$ cat config.mk
export PLATFORM = sky130hd
export DESIGN_NAME = minmax_stream
export DESIGN_NICKNAME = d
export VERILOG_FILES = /design/src/rtl/minmax_pkg.sv /design/src/rtl/minmax_cmp.sv /design/src/rtl/minmax_stream.sv
export SDC_FILE = /design/constraint.sdc
export NUM_CORES = 1
export LEC_CHECK = 0
export ABC_AREA = 1
export BUFFER_PORTS_ARGS = -buffer_cell sky130_fd_sc_hd__buf_2
export CELL_PAD_IN_SITES_DETAIL_PLACEMENT = 0
export CELL_PAD_IN_SITES_GLOBAL_PLACEMENT = 1
export CORE_MARGIN = 2
export CORE_UTILIZATION = 42
export CTS_BUF_LIST = sky130_fd_sc_hd__clkbuf_8
export DETAILED_ROUTE_END_ITERATION = 10
export HOLD_SLACK_MARGIN = 0.03
export PLACE_DENSITY = 0.82
export SYNTH_ARGS = -nofsm -noshare
export SYNTH_HDL_FRONTEND = slang
export SYNTH_HIERARCHICAL = 1
export SYNTH_SLANG_ARGS = --single-unit
$ cat constraint.sdc
create_clock -name clk -period 2.15 [get_ports clk]
set_input_delay 0.43 -clock clk [delete_from_list [all_inputs] [get_ports clk]]
set_output_delay 0.43 -clock clk [all_outputs]
set_load 0.02 [all_outputs]
$ cat src/rtl/minmax_pkg.sv
// minmax_pkg: shared configuration and state enums for the min/max stream block
package minmax_pkg;
    typedef enum logic [1:0] {MM_BOTH, MIN_ONLY, MAX_ONLY} mm_cfg_e;
    typedef enum logic [1:0] {US_BOTH, UNSIGNED_ONLY, SIGNED_ONLY} us_cfg_e;
    typedef enum logic [1:0] {IDLE, ACC, HOLD} state_e;
endpackage

$ cat src/rtl/minmax_cmp.sv
// minmax_cmp: strict "candidate beats best" compare, signed or unsigned, min or max
module minmax_cmp
    import minmax_pkg::*;
#(
    parameter int W = 5
) (
    input  logic [W-1:0] cand,
    input  logic [W-1:0] best,
    input  logic         sgn,
    input  logic         max,
    output logic         beats
);
    logic lt, gt;
    // strict compare only, so ties never replace the earlier sample
    always_comb begin
        lt    = sgn ? ($signed(cand) < $signed(best)) : (cand < best);
        gt    = sgn ? ($signed(cand) > $signed(best)) : (cand > best);
        beats = max ? gt : lt;
    end
endmodule

$ cat src/rtl/minmax_stream.sv
// minmax_stream: per-frame min/max finder; MINMAX_STREAM_INDEX_EN adds out_index
module minmax_stream
    import minmax_pkg::*;
#(
    parameter int W      = 5,
    parameter int NI     = 64,
    parameter int IDXW   = $clog2(NI),
    parameter int MM_CFG = 1,
    parameter int US_CFG = 1
) (
    input  logic         clk,
    input  logic         rst_n,
    input  logic         in_valid,
    output logic         in_ready,
    input  logic [W-1:0] in_data,
    input  logic         in_last,
    input  logic         us_sel,
    input  logic         min_max_sel,
    output logic         out_valid,
    input  logic         out_ready,
    output logic [W-1:0] out_result,
`ifdef MINMAX_STREAM_INDEX_EN
    output logic [IDXW-1:0] out_index,
`endif
    output logic         out_trunc
);
    localparam int CW = $clog2(NI + 1);

    state_e        state;
    logic          alive, us_q, mm_q, trunc, beats, acc, done, us_eff, mm_eff;
    logic [W-1:0]  best;
    logic [CW-1:0] cnt, cnt_nxt;
`ifdef MINMAX_STREAM_INDEX_EN
    logic [IDXW-1:0] best_idx;
    assign out_index = best_idx;
`endif

    assign us_eff     = (US_CFG == int'(UNSIGNED_ONLY)) ? 1'b0 : (US_CFG == int'(SIGNED_ONLY)) ? 1'b1 : us_sel;
    assign mm_eff     = (MM_CFG == int'(MIN_ONLY)) ? 1'b0 : (MM_CFG == int'(MAX_ONLY)) ? 1'b1 : min_max_sel;
    assign in_ready   = alive && state != HOLD;
    assign out_valid  = state == HOLD;
    assign out_result = best;
    assign out_trunc  = trunc;
    assign acc        = in_valid && in_ready;
    assign cnt_nxt    = (state == IDLE ? '0 : cnt) + CW'(1);
    assign done       = in_last || cnt_nxt == CW'(NI);

    minmax_cmp #(.W(W)) u_cmp (
        .cand  (in_data),
        .best  (best),
        .sgn   (us_q),
        .max   (mm_q),
        .beats (beats)
    );

    // frame FSM: first beat loads, later beats replace on a strict win, last or NI-th beat closes
    always_ff @(posedge clk or negedge rst_n) begin
        if (!rst_n) begin
            state <= IDLE;
            alive <= 1'b0;
            best  <= '0;
            cnt   <= '0;
            trunc <= 1'b0;
            us_q  <= 1'b0;
            mm_q  <= 1'b0;
`ifdef MINMAX_STREAM_INDEX_EN
            best_idx <= '0;
`endif
        end else begin
            alive <= 1'b1;
            if (acc) begin
                if (state == IDLE || beats) begin
                    best <= in_data;
`ifdef MINMAX_STREAM_INDEX_EN
                    best_idx <= (state == IDLE) ? '0 : cnt[IDXW-1:0];
`endif
                end
                if (state == IDLE) begin
                    us_q <= us_eff;
                    mm_q <= mm_eff;
                end
                cnt   <= cnt_nxt;
                state <= done ? HOLD : ACC;
                if (done) trunc <= !in_last;
            end else if (state == HOLD && out_ready) begin
                state <= IDLE;
            end
        end
    end
endmodule

After elaboration in Yosys (flattened, before gate mapping):

Cells that the tools add are included.

* add/subtract/negate cells: 1
* multipliers: 0
* divide/modulo/power cells: 0
* magnitude comparators: 1
* equal/unequal tests: 3
* shift-type cells: 0
* muxes and demuxes: 4
* bitwise operators: 0
* reductions and logical operators: 10

Operator list (number)
* $add 7x1->7 const B: 1
* $eq 7x7->1 const B: 1
* $mux 7: 1
* $mux 2: 3
* $lt 5x5->1: 1
* $reduce_and 2->1: 2
* $logic_and 1x1->1: 3
* $eq 2x2->1 const B: 1
* $logic_not 2->1: 1
* $logic_or 1x1->1: 2
* $ne 2x2->1 const B: 1
* $reduce_bool 2->1: 1
* $logic_not 1->1: 1

* bits in registers: 16
* latch bits: 0
* memory bits (writable): 0
* bits in read-only memories: 0
* input port bits: 12
* word-level logic and storage cells: 24
* memories kept: 0

Logic depth before layout (Yosys ltp):

Gate-level depths: netlist of run 1.

* word-level depth: 7
* depth in mapped cells: 12
* depth with buffers taken out: 12

By module:

The synthesis of run 1 kept the hierarchy.

Modules (own cells, without submodules)
* minmax_stream: instances 1, cells an instance 104, area an instance 925.9 um^2
* minmax_cmp: instances 1, cells an instance 34, area an instance 192.7 um^2

Worst setup path before layout of run 1:

OpenSTA, ideal clock, no wires.

* path type: register to register
* from: reg best[4] (netlist: out_result[4])
* to: reg best[0] (netlist: out_result[0])
* setup time: 0.125 ns
* arrival time: 1.865 ns
* data required time: 2.025 ns
* path slack: 0.160 ns
* stages on the path, launching flop included: 13
* buffers on the path: 0
* period minus slack after synthesis: 1.990 ns
* path through: dfrtp_1 -> inv_1 -> ha_1 -> nand2_1 -> nor2_2 -> nand2_2 -> nand3_2 -> nand2_1 -> nand3_1 -> nand2_1 -> nor2_2 -> nor2_8 -> mux2_4

* word-level cells in the longest chain between the ends: 3

RTL lines
* start: declaration: line minmax_stream.sv:31 `logic [W-1:0] best;`
* start signal: assignment: line minmax_stream.sv:73 `best <= in_data;`
* $lt 5x5->1: line minmax_cmp.sv:16 `lt = sgn ? ($signed(cand) < $signed(best)) : (cand < best);`
* net beats: line minmax_stream.sv:30 `logic alive, us_q, mm_q, trunc, beats, acc, done, us_eff, mm_eff;`
* $logic_or 1x1->1: line minmax_stream.sv:72 `if (state == IDLE || beats) begin`
* $reduce_and 2->1 (no line)

The timed path passes the listed nets, and every way through them passes these cells.
A chain may end at the register's enable or synchronous reset.

Final worst setup path of run 1:

* from: reg best[4] (netlist: out_result[4])
* to: reg best[4] (netlist: out_result[4])

The elaborated chain is that of the path after synthesis.

==> impl_metrics.tcl, run 1 <==
set metrics [dict create \
    outcome "finished clean" \
    clk_path_buf_depth 2 \
    leakage_uw 0.0006850 \
    path_max_fanout 5 \
    grt_overflow_total 0 \
    area_growth_pct 16.00 \
    worst_slack_ns 0.1692 \
    crit_required_ns 2.28 \
    ant_nets 0 \
    fp.dieArea_sq_um 3092 \
    fin_area_sq_um 1297 \
    layout.nets 179 \
    cp_top_family "simple AND/OR/NAND/NOR gates" \
    syn_inst 138 \
    rsz0062_at_grt "false" \
    cp_slowest_cell "dfrtp_1" \
    synth-main-ff-cell "dfrtp_1" \
    worst-endpoint-arrival_ns 2.12 \
    chipHeight_microns 55.61 \
    ys_types 23 \
    synth_seq_area_share_pct 35.79 \
    yosysTopAreaCell "dfrtp_1" \
    worst_path_most_repeated_cell "nand2_1" \
    antenna_found_initial 0 \
    drc 0 \
    clock_skew_ns 0.0005512 \
    htreeDepth 1 \
    cp_cell_sequence "inv_1 -> ha_1 -> nand2_2 -> inv_1 -> nand2_1 -> nand3_2 -> nand2_1 -> nand3_1 -> nand2_1 -> nor2_4 -> nor2_8 -> mux2_4" \
    finalHoldViolCount 0 \
    synth_edf_count 0 \
    fin_total_pwr_uw 1408 \
    die_x_microns 55.61 \
    drv_cap 0 \
    post-synth-top-count-cell "nand2_1" \
    post-place-ws_ns -0.006300 \
    power.switching_fraction_pct 41.93 \
    ctsHoldBuffers 0 \
    crit_path_end_kind "register" \
    critPathKind "register to register" \
    drtIter0Drc 18 \
    clk_latency_ns 0.25 \
    fp.coreArea_sq_um 2500 \
    netlist_area_sq_um 1119 \
    hold_path_class "input pin to async pin" \
    hpwl_mm 1.635 \
    dpl_cell_area_sq_um 1245 \
    p_seq_share_pct 34.0 \
    timing.fmax_mhz 504.8 \
    cts.sinks 16 \
    drive_gt1_share_pct 31.45 \
    period_share_pct 92.13 \
    vdd_drop_max_mv 0.5870 \
    slew_violations 0 \
    power_switching_uw 590.6 \
    powerDensity_nw_per_um2 1086 \
    grt.total_usage_pct 15.21 \
    vias 923 \
    post_drt_wl_per_cell_microns 10.92 \
    async_reset_ff_share_pct 100.0 \
    start_util_pct 44.74 \
    synth_top_area_share_pct 35.79 \
    portBuffers 17 \
    synth_common_cells "nand2_1 (28), inv_1 (25), dfrtp_1 (16)" \
    gp_congestion 0.7307 \
    postLayoutCoreUtil_pct 51.90 \
    finalSetupViolCount 0 \
    antenna_cells 0 \
    totalWireLength_mm 2.064 \
    num_rows 18 \
    crit_buf_inv 2 \
    grt_pass1_wl_mm 3.705 \
    p_int_uw 817.9 \
    startpoint_type "register" \
    grt_pass1_vias 881 \
    ys_warn_count 6 \
    slowest_delay_ns 0.37 \
    cts_buffers 3 \
    pwr-share-clk_pct 15.8 \
    cts_tree "done" \
    firstDrtPassIters 4 \
    min_period_ns 1.981 \
    clk_pin_slew_ns 0.06 \
    synth_area_per_cell_sq_um 8.106 \
    cts_root_buf "clkbuf_8" \
    vias_per_cell 4.884 \
    synthTopCellsByArea "dfrtp_1 (36%), nand2_1 (9.4%), inv_1 (8.4%)" \
    comb_power_share_pct 50.2 \
    grt_max_degree 17 \
    synth.ff_latch_count 16 \
    io_pins 20 \
]
worst reg2reg max path, delay by kind of cell (launching register included):
| family | cells | cell delay (ns) |
|---|---|---|
| DFF | 1 | 0.37 |
| adders and majority gates | 1 | 0.32 |
| muxes | 1 | 0.31 |
| and+or+nand+nor | 8 | 0.77 |
| buffers and inverters | 2 | 0.09 |
cells in the final DEF, fill, tap and decap left out, drive strengths merged:
cell | netlist | layout
dfrtp | 16 | 16
nand3 | 10 | 10
a21oi | 5 | 5
o31ai | 1 | 1
nand2 | 33 | 33
nand4 | 5 | 5
o21ai | 5 | 5
nor2 | 20 | 20
nor3 | 2 | 2
ha | 6 | 6
buf | 1 | 18
conb | 2 | 3
clkbuf | 0 | 3
inv | 27 | 27
mux2 | 5 | 5
cells by family after synthesis:
kind of cell	after synthesis	synth area share [%]
simple gates	70	35.01
buf+inv	28	9.956
flops	16	35.79
compound gates	11	5.145
fa+ha+maj	6	6.711
mux	5	6.711
other cells	2	0.6714
final timing paths:
kind                                      startpoint                   endpoint  slack [ns]  cells after the start
setup / recovery           out_result[4]$_DFFE_PN0P_  out_result[4]$_DFFE_PN0P_        0.17                     12
hold / removal                                 rst_n         cnt[2]$_DFFE_PN0P_        0.09                      1
setup reg to reg           out_result[4]$_DFFE_PN0P_  out_result[4]$_DFFE_PN0P_        0.17                     12
hold reg to reg                out_trunc$_DFFE_PN0P_      out_trunc$_DFFE_PN0P_        0.50                      2
max in group asynchronous                      rst_n         cnt[0]$_DFFE_PN0P_        1.79                      1
min in group clk                          in_data[1]  out_result[1]$_DFFE_PN0P_        0.43                      2
state kept, by name (all words and copies together) (netlist names):
register,cells
alive,1
state,2
cnt,7
out_result,5
out_trunc,1
power groups by stage:
stage / combinational (uW) / clock [uW] / sequential (uW)
2_1_floorplan: 470 / 0 / 530
3_5_place_dp: 687 / 0 / 481
5_1_grt: 797 / 244 / 497
6_report: 706 / 223 / 479
3_3_place_gp: 662 / 0 / 481
4_1_cts: 688 / 233 / 480
cell type report:
class	instances	area, sq um
multi-input combinational	95	621.8
inverter	27	103.9
sequential	16	400.4
fill	247	1202
tap	30	37.54
clock buffer	3	41.29
timing repair buffer	18	92.59
what timing repair did:
action                                  4_1_cts  5_1_grt
endpoints found under the setup margin        0        5
resized for setup                             0        3
buffers inserted                              0        0
per-layer routing:
metal  global-route usage [%]  up-vias  routed length (microns)
li1                         -      475                        -
met1                    18.42      417                      898
met2                    25.68       25                     1035
met3                    2.326        6                       82
met4                    8.362        0                       48
met5                        0        -                        0
through the flow:
| stage | instances | setup TNS, ns | hold WS [ns] |
|---|---|---|---|
| global route | 189 | 0 | 0.1171 |
| detailed placement | 186 | -0.02411 | 0.3735 |
| CTS | 189 | 0 | 0.1015 |
| global placement | 186 | 0 | 0.3679 |
| finish | 189 | 0 | 0.08930 |
| floorplan | 139 | 0 | 0.1344 |
No activity file was read; power rests on OpenSTA's default activity.
==> inputs of run 2 (changes only) <==
--- a/config.mk
+++ b/config.mk
@@ -5,7 +5,6 @@
 export SDC_FILE = /design/constraint.sdc
 export NUM_CORES = 1
 export LEC_CHECK = 0
-export ABC_AREA = 1
 export BUFFER_PORTS_ARGS = -buffer_cell sky130_fd_sc_hd__buf_2
 export CELL_PAD_IN_SITES_DETAIL_PLACEMENT = 0
 export CELL_PAD_IN_SITES_GLOBAL_PLACEMENT = 1
@@ -14,7 +13,7 @@
 export CTS_BUF_LIST = sky130_fd_sc_hd__clkbuf_8
 export DETAILED_ROUTE_END_ITERATION = 10
 export HOLD_SLACK_MARGIN = 0.03
-export PLACE_DENSITY = 0.82
+export PLACE_DENSITY_LB_ADDON = 0.15
 export SYNTH_ARGS = -nofsm -noshare
 export SYNTH_HDL_FRONTEND = slang
 export SYNTH_HIERARCHICAL = 1
==> run 2 against run 1 <==
Compared with the run above:
- count of clock-buffer cells in the layout grew 1
- core utilization grew 0.58 points
- synthesized cell count shrank 29%
- sequential share of layout area grew 4.3 points
- die area shrank 15%
- sequential cell count is the same
- clock skew is essentially flat
- combinational power shrank 30%
- critical path depth shrank 4
- worst hold slack lost 0.0036 ns
- global-route usage grew 1.6 points
- critical path type unchanged
- largest cell class unchanged
- largest power group unchanged
- highest routed layer unchanged
==> impl_metrics.tcl, run 2 <==
set metrics [dict create \
    drtIter0Drc 6 \
    totalWireLength_mm 1.843 \
    comb_power_share_pct 40.6 \
    reg2reg_depth 8 \
    regArea_sq_um 400.4 \
    period_share_pct 93.97 \
    post-synth-top-count-cell "dfrtp_1" \
    ys_warn_count 6 \
    fillers 236 \
    critPathKind "register to register" \
    regMostFlops "cnt" \
    vdd_drop_max_mv 0.5561 \
    timing.rr.start "out_result[3]$_DFFE_PN0P_" \
    io_pins 20 \
    vias_per_cell 5.200 \
    portBuffers 17 \
    finalSetupViolCount 0 \
    drive_gt1_share_pct 27.87 \
    post_drt_wl_per_cell_microns 12.29 \
    postLayoutCoreUtil_pct 52.48 \
    drv_cap 0 \
    hpwl_mm 1.442 \
    ctsHoldBuffers 0 \
    start_util_pct 43.31 \
    firstDrtPassIters 4 \
    area_growth_pct 21.17 \
    clock_skew_ns 0.0004897 \
    fin_total_pwr_uw 1226 \
    cts_setup_buffers 0 \
    grt_overflow_total 0 \
    holdWs_ns 0.08565 \
    startpoint_type "register" \
    cp_cell_sequence "inv_1 -> ha_1 -> nand3_1 -> o221ai_1 -> o21ai_1 -> mux2i_1 -> o21ai_2 -> mux2_2" \
    antenna_cells 0 \
    netlist_area_sq_um 939.7 \
    multi_input_area_sq_um 510.5 \
    htreeDepth 1 \
    final_cell_mix "buf_2 (17), dfrtp_1 (16), inv_1 (8), nand2_1 (8), o21ai_0 (7)" \
    p_seq_share_pct 38.3 \
    synth_top_area_share_pct 42.61 \
    cp_slowest_cell "mux2_2" \
    syn_inst 98 \
    clk_latency_ns 0.24 \
    grt_pass1_vias 755 \
    cts_tree "done" \
    cts.sinks 16 \
    hold_path_class "input pin to async pin" \
    path_max_fanout 5 \
    power_switching_uw 443.5 \
    slowest_delay_ns 0.37 \
    grt_max_degree 17 \
    crit_required_ns 2.28 \
    fin_area_sq_um 1139 \
    r2r-end "out_result[2]$_DFFE_PN0P_" \
    rrSetupSlack_ns 0.13 \
    synth-main-ff-cell "dfrtp_1" \
    pwr-share-clk_pct 21.1 \
    min_period_ns 2.020 \
    cp_top_family "compound AO/OA/AOI/OAI gates" \
    fp.coreArea_sq_um 2170 \
    timing.fmax_mhz 495.0 \
    synth_edf_count 0 \
    num_rows 17 \
    leakage_uw 0.0005643 \
    fp.dieArea_sq_um 2632 \
    p_int_uw 782.4 \
    vias 780 \
    worst-endpoint-arrival_ns 2.15 \
    powerDensity_nw_per_um2 1077 \
    dpl_cell_area_sq_um 1080 \
    outcome "finished clean" \
    layout.nets 141 \
    ys_types 35 \
    ant_nets 0 \
    power.switching_fraction_pct 36.18 \
    final_common_cell "buf_2" \
    cts_root_buf "clkbuf_8" \
    rsz0062_at_grt "false" \
    slew_violations 0 \
    clk_path_buf_depth 2 \
    clk_pin_slew_ns 0.06 \
    gp_congestion 0.8322 \
    crit_buf_inv 1 \
    cts_buffers 3 \
    async_reset_ff_share_pct 100.0 \
    chipHeight_microns 51.30 \
    die_x_microns 51.30 \
    synthTopCellsByArea "dfrtp_1 (43%), ha_1 (8.0%), mux2_2 (6.0%)" \
    synth_seq_area_share_pct 42.61 \
    synth_area_per_cell_sq_um 9.588 \
    synth.ff_latch_count 16 \
    ctsResizeCount 0 \
    grt.total_usage_pct 16.76 \
    synth_common_cells "dfrtp_1 (16), inv_1 (8), nand2_1 (8)" \
    crit_path_end_kind "register" \
    antenna_found_initial 0 \
    grt_pass1_wl_mm 3.277 \
    finalHoldViolCount 0 \
    yosysTopAreaCell "dfrtp_1" \
    drc 0 \
    largest_register_ffs 7 \
]
==> run 2: area by class of cell <==
class / count / share of cell area, %
multi-input cells: 74 / 44.84
flip-flops and latches: 16 / 35.16
repair buffers: 20 / 9.451
clock buffers: 4 / 4.835
well taps: 28 / 3.077
inverters: 8 / 2.637
==> run 2: through the flow <==
stage | setup slack (ns) | setup TNS, ns | std cells
5_1_grt | 0.006393 | 0 | 150
2_1_floorplan | 0.1144 | 0 | 100
4_1_cts | 0.0009188 | 0 | 150
3_3_place_gp | -0.1136 | -0.5610 | 146
6_report | 0.1297 | 0 | 150
3_5_place_dp | -0.1486 | -0.7186 | 146
==> run 2: worst max path at each step <==
| stage | from | to | slack (ns) | depth (start not counted) |
|---|---|---|---|---|
| 2_1_floorplan | out_result[3]$_DFFE_PN0P_ | out_result[0]$_DFFE_PN0P_ | 0.11 | 8 |
| 3_3_place_gp | in_data[3] | out_result[4]$_DFFE_PN0P_ | -0.11 | 8 |
| 3_5_place_dp | in_data[2] | out_result[2]$_DFFE_PN0P_ | -0.15 | 8 |
| 4_1_cts | out_result[3]$_DFFE_PN0P_ | out_result[2]$_DFFE_PN0P_ | 0.0009 | 8 |
| 5_1_grt | out_result[3]$_DFFE_PN0P_ | out_result[2]$_DFFE_PN0P_ | 0.006 | 8 |
| 6_report | out_result[3]$_DFFE_PN0P_ | out_result[2]$_DFFE_PN0P_ | 0.13 | 8 |
==> run 2: routing by layer <==
metal	global-route usage (%)	wire, microns	vias to the layer above
met3	2.632	38	4
li1	-	-	393
met1	20.30	840	373
met2	29.65	940	10
met4	6.579	24	0
met5	0	0	-
==> run 2: kinds of logic (layout without fill, tap and decap cells) <==
logic type               Yosys count  count (layout)  share of synthesized area (%)
AO/OA/AOI/OAI                     24              24                          16.91
adder cells (fa/ha/maj)            6               6                          7.989
other                              2               4                         0.7992
AND/OR/NAND/NOR                   31              31                          17.44
XOR/XNOR                           2               2                          1.865
multiplexers                       7               7                          8.122
flip-flops                        16              16                          42.61
buffers and inverters             10              32                          4.260
==> run 2: power by group through the flow <==
stage                     sequential [uW]  clock [uW]  combinational, uW
after floorplan                       514           0                292
after global placement                470           0                482
after detailed placement              475           0                497
after CTS                             470         270                499
after global routing                  488         283                564
final                                 470         259                497
